===== src/rtl/cdb_arbiter_rr.sv =====
// Purpose: picks one FU result per cycle (round-robin or fixed priority) and broadcasts it on the CDB.
// Latency: grant is combinational; the broadcast appears one cycle after the grant.
// Backpressure: stall_i or rst suppress every grant, so no FU pops its head and nothing is broadcast.
module cdb_arbiter_rr #(
  parameter int N_FU       = 3,
  parameter int TAG_W      = 4,
  parameter int DATA_W     = 32,
  parameter int TID_W      = 1,
  parameter int FIXED_PRIO = 0,
  localparam int SRC_W     = (N_FU > 1) ? $clog2(N_FU) : 1
) (
  input  logic                    clk,
  input  logic                    rst,
  input  logic                    stall_i,
  input  logic [N_FU-1:0]         fu_req,
  input  logic [N_FU*TAG_W-1:0]   fu_tag,
  input  logic [N_FU*DATA_W-1:0]  fu_value,
  input  logic [N_FU*TID_W-1:0]   fu_tid,
  output logic [N_FU-1:0]         fu_gnt,
  input  logic                    flush_i,
  input  logic [TID_W-1:0]        flush_tid,
  output logic                    cdb_valid,
  output logic [TAG_W-1:0]        cdb_tag,
  output logic [DATA_W-1:0]       cdb_value,
  output logic [TID_W-1:0]        cdb_tid,
  output logic [SRC_W-1:0]        cdb_src
);

  typedef struct packed {
    logic [TAG_W-1:0]  tag;
    logic [DATA_W-1:0] value;
    logic [TID_W-1:0]  tid;
    logic [SRC_W-1:0]  src;
  } cdb_t;

  logic [N_FU-1:0]  w_elig;
  logic [N_FU-1:0]  w_gnt;
  logic             w_found;
  logic [SRC_W-1:0] w_win;
  logic [SRC_W-1:0] w_sel;
  int               w_idx;
  logic [SRC_W-1:0] w_ptr_nxt;
  cdb_t             w_nxt;

  logic [SRC_W-1:0] r_ptr;
  logic             r_valid;
  cdb_t             r_cdb;

  // Requests from a thread being squashed this cycle are not eligible.
  always_comb begin
    w_elig = '0;
    for (int i = 0; i < N_FU; i++) begin
      w_elig[i] = fu_req[i] & ~(flush_i & (fu_tid[i*TID_W +: TID_W] == flush_tid));
    end
  end

  // Search from the pointer (or from 0 in fixed priority) for the first eligible FU.
  always_comb begin
    w_gnt   = '0;
    w_found = 1'b0;
    w_win   = '0;
    w_sel   = '0;
    w_idx   = 0;
    if (!rst && !stall_i) begin
      for (int k = 0; k < N_FU; k++) begin
        w_idx = (FIXED_PRIO != 0) ? k : int'(r_ptr) + k;
        if (w_idx >= N_FU) w_idx = w_idx - N_FU;
        w_sel = SRC_W'(w_idx);
        if (!w_found && w_elig[w_sel]) begin
          w_found      = 1'b1;
          w_gnt[w_sel] = 1'b1;
          w_win        = w_sel;
        end
      end
    end
  end

  // Pointer moves past the winner; it is pinned to 0 in fixed priority or with a single FU.
  always_comb begin
    w_ptr_nxt = r_ptr;
    if (w_found) begin
      if (FIXED_PRIO != 0 || w_win == SRC_W'(N_FU - 1)) w_ptr_nxt = '0;
      else                                               w_ptr_nxt = w_win + 1'b1;
    end
  end

  // Winner's head fields as they will be loaded into the broadcast register.
  always_comb begin
    w_nxt       = '0;
    w_nxt.tag   = fu_tag[w_win*TAG_W +: TAG_W];
    w_nxt.value = fu_value[w_win*DATA_W +: DATA_W];
    w_nxt.tid   = fu_tid[w_win*TID_W +: TID_W];
    w_nxt.src   = w_win;
  end

  // Arbitration pointer; holds when nothing is granted (stall, no requests, full squash).
  always_ff @(posedge clk) begin
    if (rst) r_ptr <= '0;
    else     r_ptr <= w_ptr_nxt;
  end

  // Broadcast register: valid only for the cycle after a grant, data holds otherwise.
  always_ff @(posedge clk) begin
    if (rst) begin
      r_valid <= 1'b0;
      r_cdb   <= '0;
    end else begin
      r_valid <= w_found;
      if (w_found) r_cdb <= w_nxt;
    end
  end

  assign fu_gnt    = w_gnt;
  // An in-flight broadcast of a squashed thread is killed in the same cycle.
  assign cdb_valid = r_valid & ~(flush_i & (r_cdb.tid == flush_tid));
  assign cdb_tag   = r_cdb.tag;
  assign cdb_value = r_cdb.value;
  assign cdb_tid   = r_cdb.tid;
  assign cdb_src   = r_cdb.src;

endmodule


===== config.mk =====
export PLATFORM = sky130hd
export DESIGN_NAME = cdb_arbiter_rr
export DESIGN_NICKNAME = d
export VERILOG_FILES = /design/src/rtl/cdb_arbiter_rr.sv
export SDC_FILE = /design/constraint.sdc
export NUM_CORES = 1
export LEC_CHECK = 0
export CAP_MARGIN = 25
export CORE_UTILIZATION = 34
export CTS_BUF_LIST = sky130_fd_sc_hd__clkbuf_8 sky130_fd_sc_hd__clkbuf_16
export DETAILED_ROUTE_END_ITERATION = 10
export HOLD_SLACK_MARGIN = 0.02
export PLACE_DENSITY = 0.77
export SYNTH_ARGS = -nofsm -noshare
export SYNTH_HDL_FRONTEND = slang
export SYNTH_SLANG_ARGS = --single-unit

===== constraint.sdc =====
create_clock -name clk -period 2.4 [get_ports clk]
set_clock_uncertainty 0.2 [all_clocks]
set_input_delay 0.48 -clock clk [delete_from_list [all_inputs] [get_ports clk]]
set_output_delay 0.48 -clock clk [all_outputs]
set_load 0.02 [all_outputs]

Yosys cells after proc, flatten, opt, wreduce, memory -nomap -nowiden
Cells that the tools add are included.

Mux-type cells: 35. Add/subtract/negate cells: 6. Bitwise gates (word level): 14. $lt $le $gt $ge: 9. Reduce and logical (&&, ||, !) cells: 10. Equal/unequal tests: 5. Shifts and indexed selects: 3.

Operators with widths (count): variable part select 96 x 8 -> 32 bit (1); 2-to-1 mux 2 bit (11); 2-to-1 mux 3 bit (6); 2-to-1 mux 1 bit (12); variable part select 12 x 5 -> 4 bit (1); < comparator 2 x 3 -> 1 bit (second input constant) (3); AND 1 bit (8); binary-select mux 1 bit (select 2 bit) (3); demux 1 bit (select 2 bit) (3); greater-or-equal comparator 2 x 1 -> 1 bit (second input constant) (3); greater-or-equal comparator 3 x 2 -> 1 bit (second input constant) (2); logical AND 1 bit (6); OR 3 bit (2); subtractor 2 bit (second input constant) (3); equality test 1 bit (4); zero test 1 bit (4); inverter 1 bit (4); adder 2 x 1 -> 3 bit (second input constant) (1); adder 2 x 2 -> 3 bit (second input constant) (1); variable part select 3 x 3 -> 1 bit (1); adder 2 x 1 -> 2 bit (second input constant) (1); equality test 2 bit (second input constant) (1); greater-or-equal comparator 2 bit (second input constant) (1).

Input port bits: 119. Register bits after elaboration: 42. Word-level logic and storage cells: 88.

Logic depth before layout (Yosys ltp)
Depth in word-level cells: 18. Mapped depth: 11.

Worst setup path before layout
Ideal clock, no wire load.

Path type: register to output. Start point: register r_ptr[0]. End point: output port fu_gnt[0]. Stages on the path, launching flop included: 8. Data arrival time: 2208 ps. Required time: 1720 ps. Setup slack: -488 ps. Cell sequence: dfxtp_1 inv_1 ha_1 clkbuf_1 or4b_2 o211ai_1 a22oi_1 a21oi_1.

Word-level cells in the longest chain between the ends: 15. Elaborated cells on any way between the ends: 51. Classes of those cells: add/sub (5); order compare (9); mux (28); bitwise (2); reduce/logical (7).

RTL lines: start: declaration (RTL line 45) `logic [SRC_W-1:0] r_ptr;`; start signal: assignment (RTL line 99) `else r_ptr <= w_ptr_nxt;`; parallel branches: the longest is 13 deep, another holds adder 2 x 1 -> 3 bit; 2-to-1 mux 3 bit (*) (RTL line 69) `if (!w_found && w_elig[w_sel]) begin`; 2-to-1 mux 3 bit (*) (RTL line 64) `if (!rst && !stall_i) begin`; end: declaration (RTL line 19) `output logic [N_FU-1:0] fu_gnt,`.

Every way passes the cells marked *. The select of a mux whose other input is x is not followed.

Final worst setup path
Start point: register r_ptr[1]. End point: output port fu_gnt[0].

The elaborated chain is that of the path after synthesis.

==> metrics.yaml <==
placement:
  dp_cells: 614
  gp_congestion: 0.855
  dp_slack_ps: -1230
  dpl.hpwl_um: 7880
  place_area_um2: 4870
  port_buffers: 161
clocking:
  clock_path_buffers: 2
  htreeDepth: 2
  holdBufCountCts: 0
  cts_tree: "built"
  clk_latency_ps: 290
  cts_buffers: 5
  clkTransAtPathRegs_ps: 90
  cts.sinks: 42
  cts-root-buf: "clkbuf_8"
sta:
  max_slew_margin_pct: 73.6
  max_freq_mhz: 352
  worst_slew_pin_slew_ps: 391
  slew_violations: 0
  rsz0062_at_grt: "yes"
  min_period_over_period_pct: 118
  finalSetupViolCount: 40
  finalWorstSetupSlack_ps: -444
  min_period_ps: 2840
  final_hold_viol_count: 0
route:
  drt_iter0_drc: 164
  viasPerCell: 5.56
  wirelength_um: 11300
  routed-via-count: 3578
  drt_first_pass_iters: 4
  drcViolationCount: 0
  routedWlPerCell_um: 17.5
  antenna_left: 0
die:
  core_area_um2: 7410
  dieArea_um2: 8180
  initial_core_util_pct: 35.9
  die_w_um: 90.4
  num_rows: 31
  fp.dieH_um: 90.4
  pin_count: 162
synth:
  synthCells: 324
  syn_nets: 447
  synth_cell_types: 52
  async_flop_share_pct: 0
  synth_warnings: 0
  synth_edf_count: 0
  synth_area_um2: 2660
  synth-main-ff-cell: "dfxtp_1"
  syn_avg_cell_area_um2: 8.21
  seq_area_frac_synth_pct: 31.6
  ys_ff_latch: 42
setup_path:
  crit_chain: "inv_4 -> ha_4 -> nand2b_4 -> a211o_1 -> mux2_4 -> o211ai_1 -> a22oi_1 -> a21oi_2 -> buf_4"
  reg2reg_to: "cdb_value[15]"
  cp.required_ps: 1720
  critPathSlowestCell: "dfxtp_4"
  start_kind: "flop"
  path_class: "flop to output pin"
  cp-end-kind: "output pin"
  cp_data_arrival_time_ps: 2160
  critPathBufInv: 2
  critPathMaxFanout: 3
  timing.rr.start: "r_ptr[0]"
  rr_worst_depth: 12
  crit_family: "compound AO/OA/AOI/OAI gates"
  slowest_delay_ps: 390
  ff2ff_setup_slack_ps: -130
min_path:
  worstHoldStart: "cdb_src[0]"
  hold_end: "cdb_src[0]"
  hold_class: "flop to flop"
  holdPathStages: 2
status:
  violations: "setup timing"
  run_status: "complete, but fails checks"
global_route:
  grt_first_pass_wirelength_um: 17500
  grt_max_degree: 34
  grt_pass1_vias: 3481
  antenna_found_initial: 0
  gr-total-overflow: 0
  gr-usage-all-layers_pct: 26.5
power_and_ir_drop:
  p_leak_nw: 2.10
  peakVddDrop_uv: 360
  powerDensity_nw_per_um2: 519
  p_total_w: 0.00284
cells_and_area:
  stdcell_area_um2: 5480
  fin_cells: 643
  n_antenna_cell: 0
  final_nets: 666
  layout_common_cells: "clkdlybuf4s50_1, buf_4, nand3_1"
  layout-drive-gt1-share_pct: 28.5
  area_delta_synth_final_pct: 106
  final_common_cell: "clkdlybuf4s50_1"
flow_run:
  drv_cap: 0
-- timing repair --
item                       4_1_cts  5_1_grt
gates resized for setup         83       11
buffers inserted                 9        3
setup endpoints to repair       45       44
cloned                           8        2
pin swaps                       15       12
-- cell families (layout without fill, tap and decap cells) --
kind of cell,count (synthesis),after routing,synth area share [%]
adder cells (fa/ha/maj),4,4,1.88
buffers and inverters,45,265,8.94
AO/OA/AOI/OAI,146,146,38.4
XOR/XNOR,5,5,1.93
AND/OR/NAND/NOR,81,81,16.8
flip-flops,42,42,31.6
multiplexers,1,1,0.423
-- state kept, by name (all words and copies together) (netlist names) --
name and cells:
r_valid 1, cdb_tag 4, cdb_src 2, r_ptr 2, cdb_value 32, cdb_tid 1
-- synthesized netlist by cell type, drive strengths merged, types with 2 or more instances --
cell type,instances,share of area [%]
ha,4,1.9
o22ai,4,0.94
o2111ai,3,0.99
o21ai,5,1.1
clkbuf,18,2.5
a31oi,35,8.2
a211o,2,0.66
a21oi,40,7.5
xnor2,3,1.3
inv,9,1.3
nor2b,3,0.71
o211ai,9,2.5
or3,2,0.66
dfxtp,42,32
nor4,2,0.47
nand4b,2,0.66
nand2,8,1.1
buf,18,5.1
a21boi,2,0.71
a31o,2,0.66
and2,3,0.71
or4b,3,1.1
nor2,8,1.1
xor2,2,0.66
a22oi,4,1.3
or2,2,0.47
nand3,43,8.1
a32oi,32,11
-- worst reg2reg max path: cells and delay by family, from the launching register on --
family / cells / cell delay (ps)
adder cells (fa/ha/maj): 1 / 250
flip-flops: 1 / 390
AO/OA/AOI/OAI: 3 / 550
AND/OR/NAND/NOR: 2 / 310
buffers and inverters: 6 / 740
-- routing by layer --
metal  wire length (um)  global-route usage [%]  part of all wire, %
met1               4540                    32.0                   40
met2               5960                    48.8                   53
met3                673                    4.80                  6.0
met4                 98                    4.97                 0.87
met5                  0                       0                    0
-- power by group --
group          internal (W)  switching [W]
clock network      0.000312       0.000264
logic              0.000751       0.000639
registers          0.000808      0.0000655
-- metrics by stage --
| step | hold WS [ps] | util (%) | TNS (ps) |
|---|---|---|---|
| 3_5_place_dp | 248 | 65.7 | -30230 |
| 4_1_cts | 260 | 72.4 | -9190 |
| 2_1_floorplan | 271 | - | -480 |
| 6_report | 262 | 73.9 | -4000 |
| 5_1_grt | 284 | 73.9 | -7280 |
| 3_3_place_gp | 244 | 65.7 | -30500 |
-- layout make-up --
class,count,area (um^2)
flip-flops and latches,42,848
repair buffers,248,2480
inverters,9,41.3
clock buffers,5,68.8
clock inverters,3,43.8
well taps,99,124
fillers,581,1930
multi-input cells,237,1870
-- worst max-delay path by stage --
stage / startpoint / endpoint / slack, ps / cells past startpoint
after floorplan: flush_tid / fu_gnt[0] / -190 / 7
after global placement: flush_tid / fu_gnt[0] / -1230 / 9
after detailed placement: flush_tid / fu_gnt[1] / -1230 / 9
after CTS: flush_tid / fu_gnt[0] / -430 / 9
after global routing: r_ptr[1] / fu_gnt[0] / -540 / 9
final: r_ptr[1] / fu_gnt[0] / -440 / 9
(Power assumes the default switching activity.)
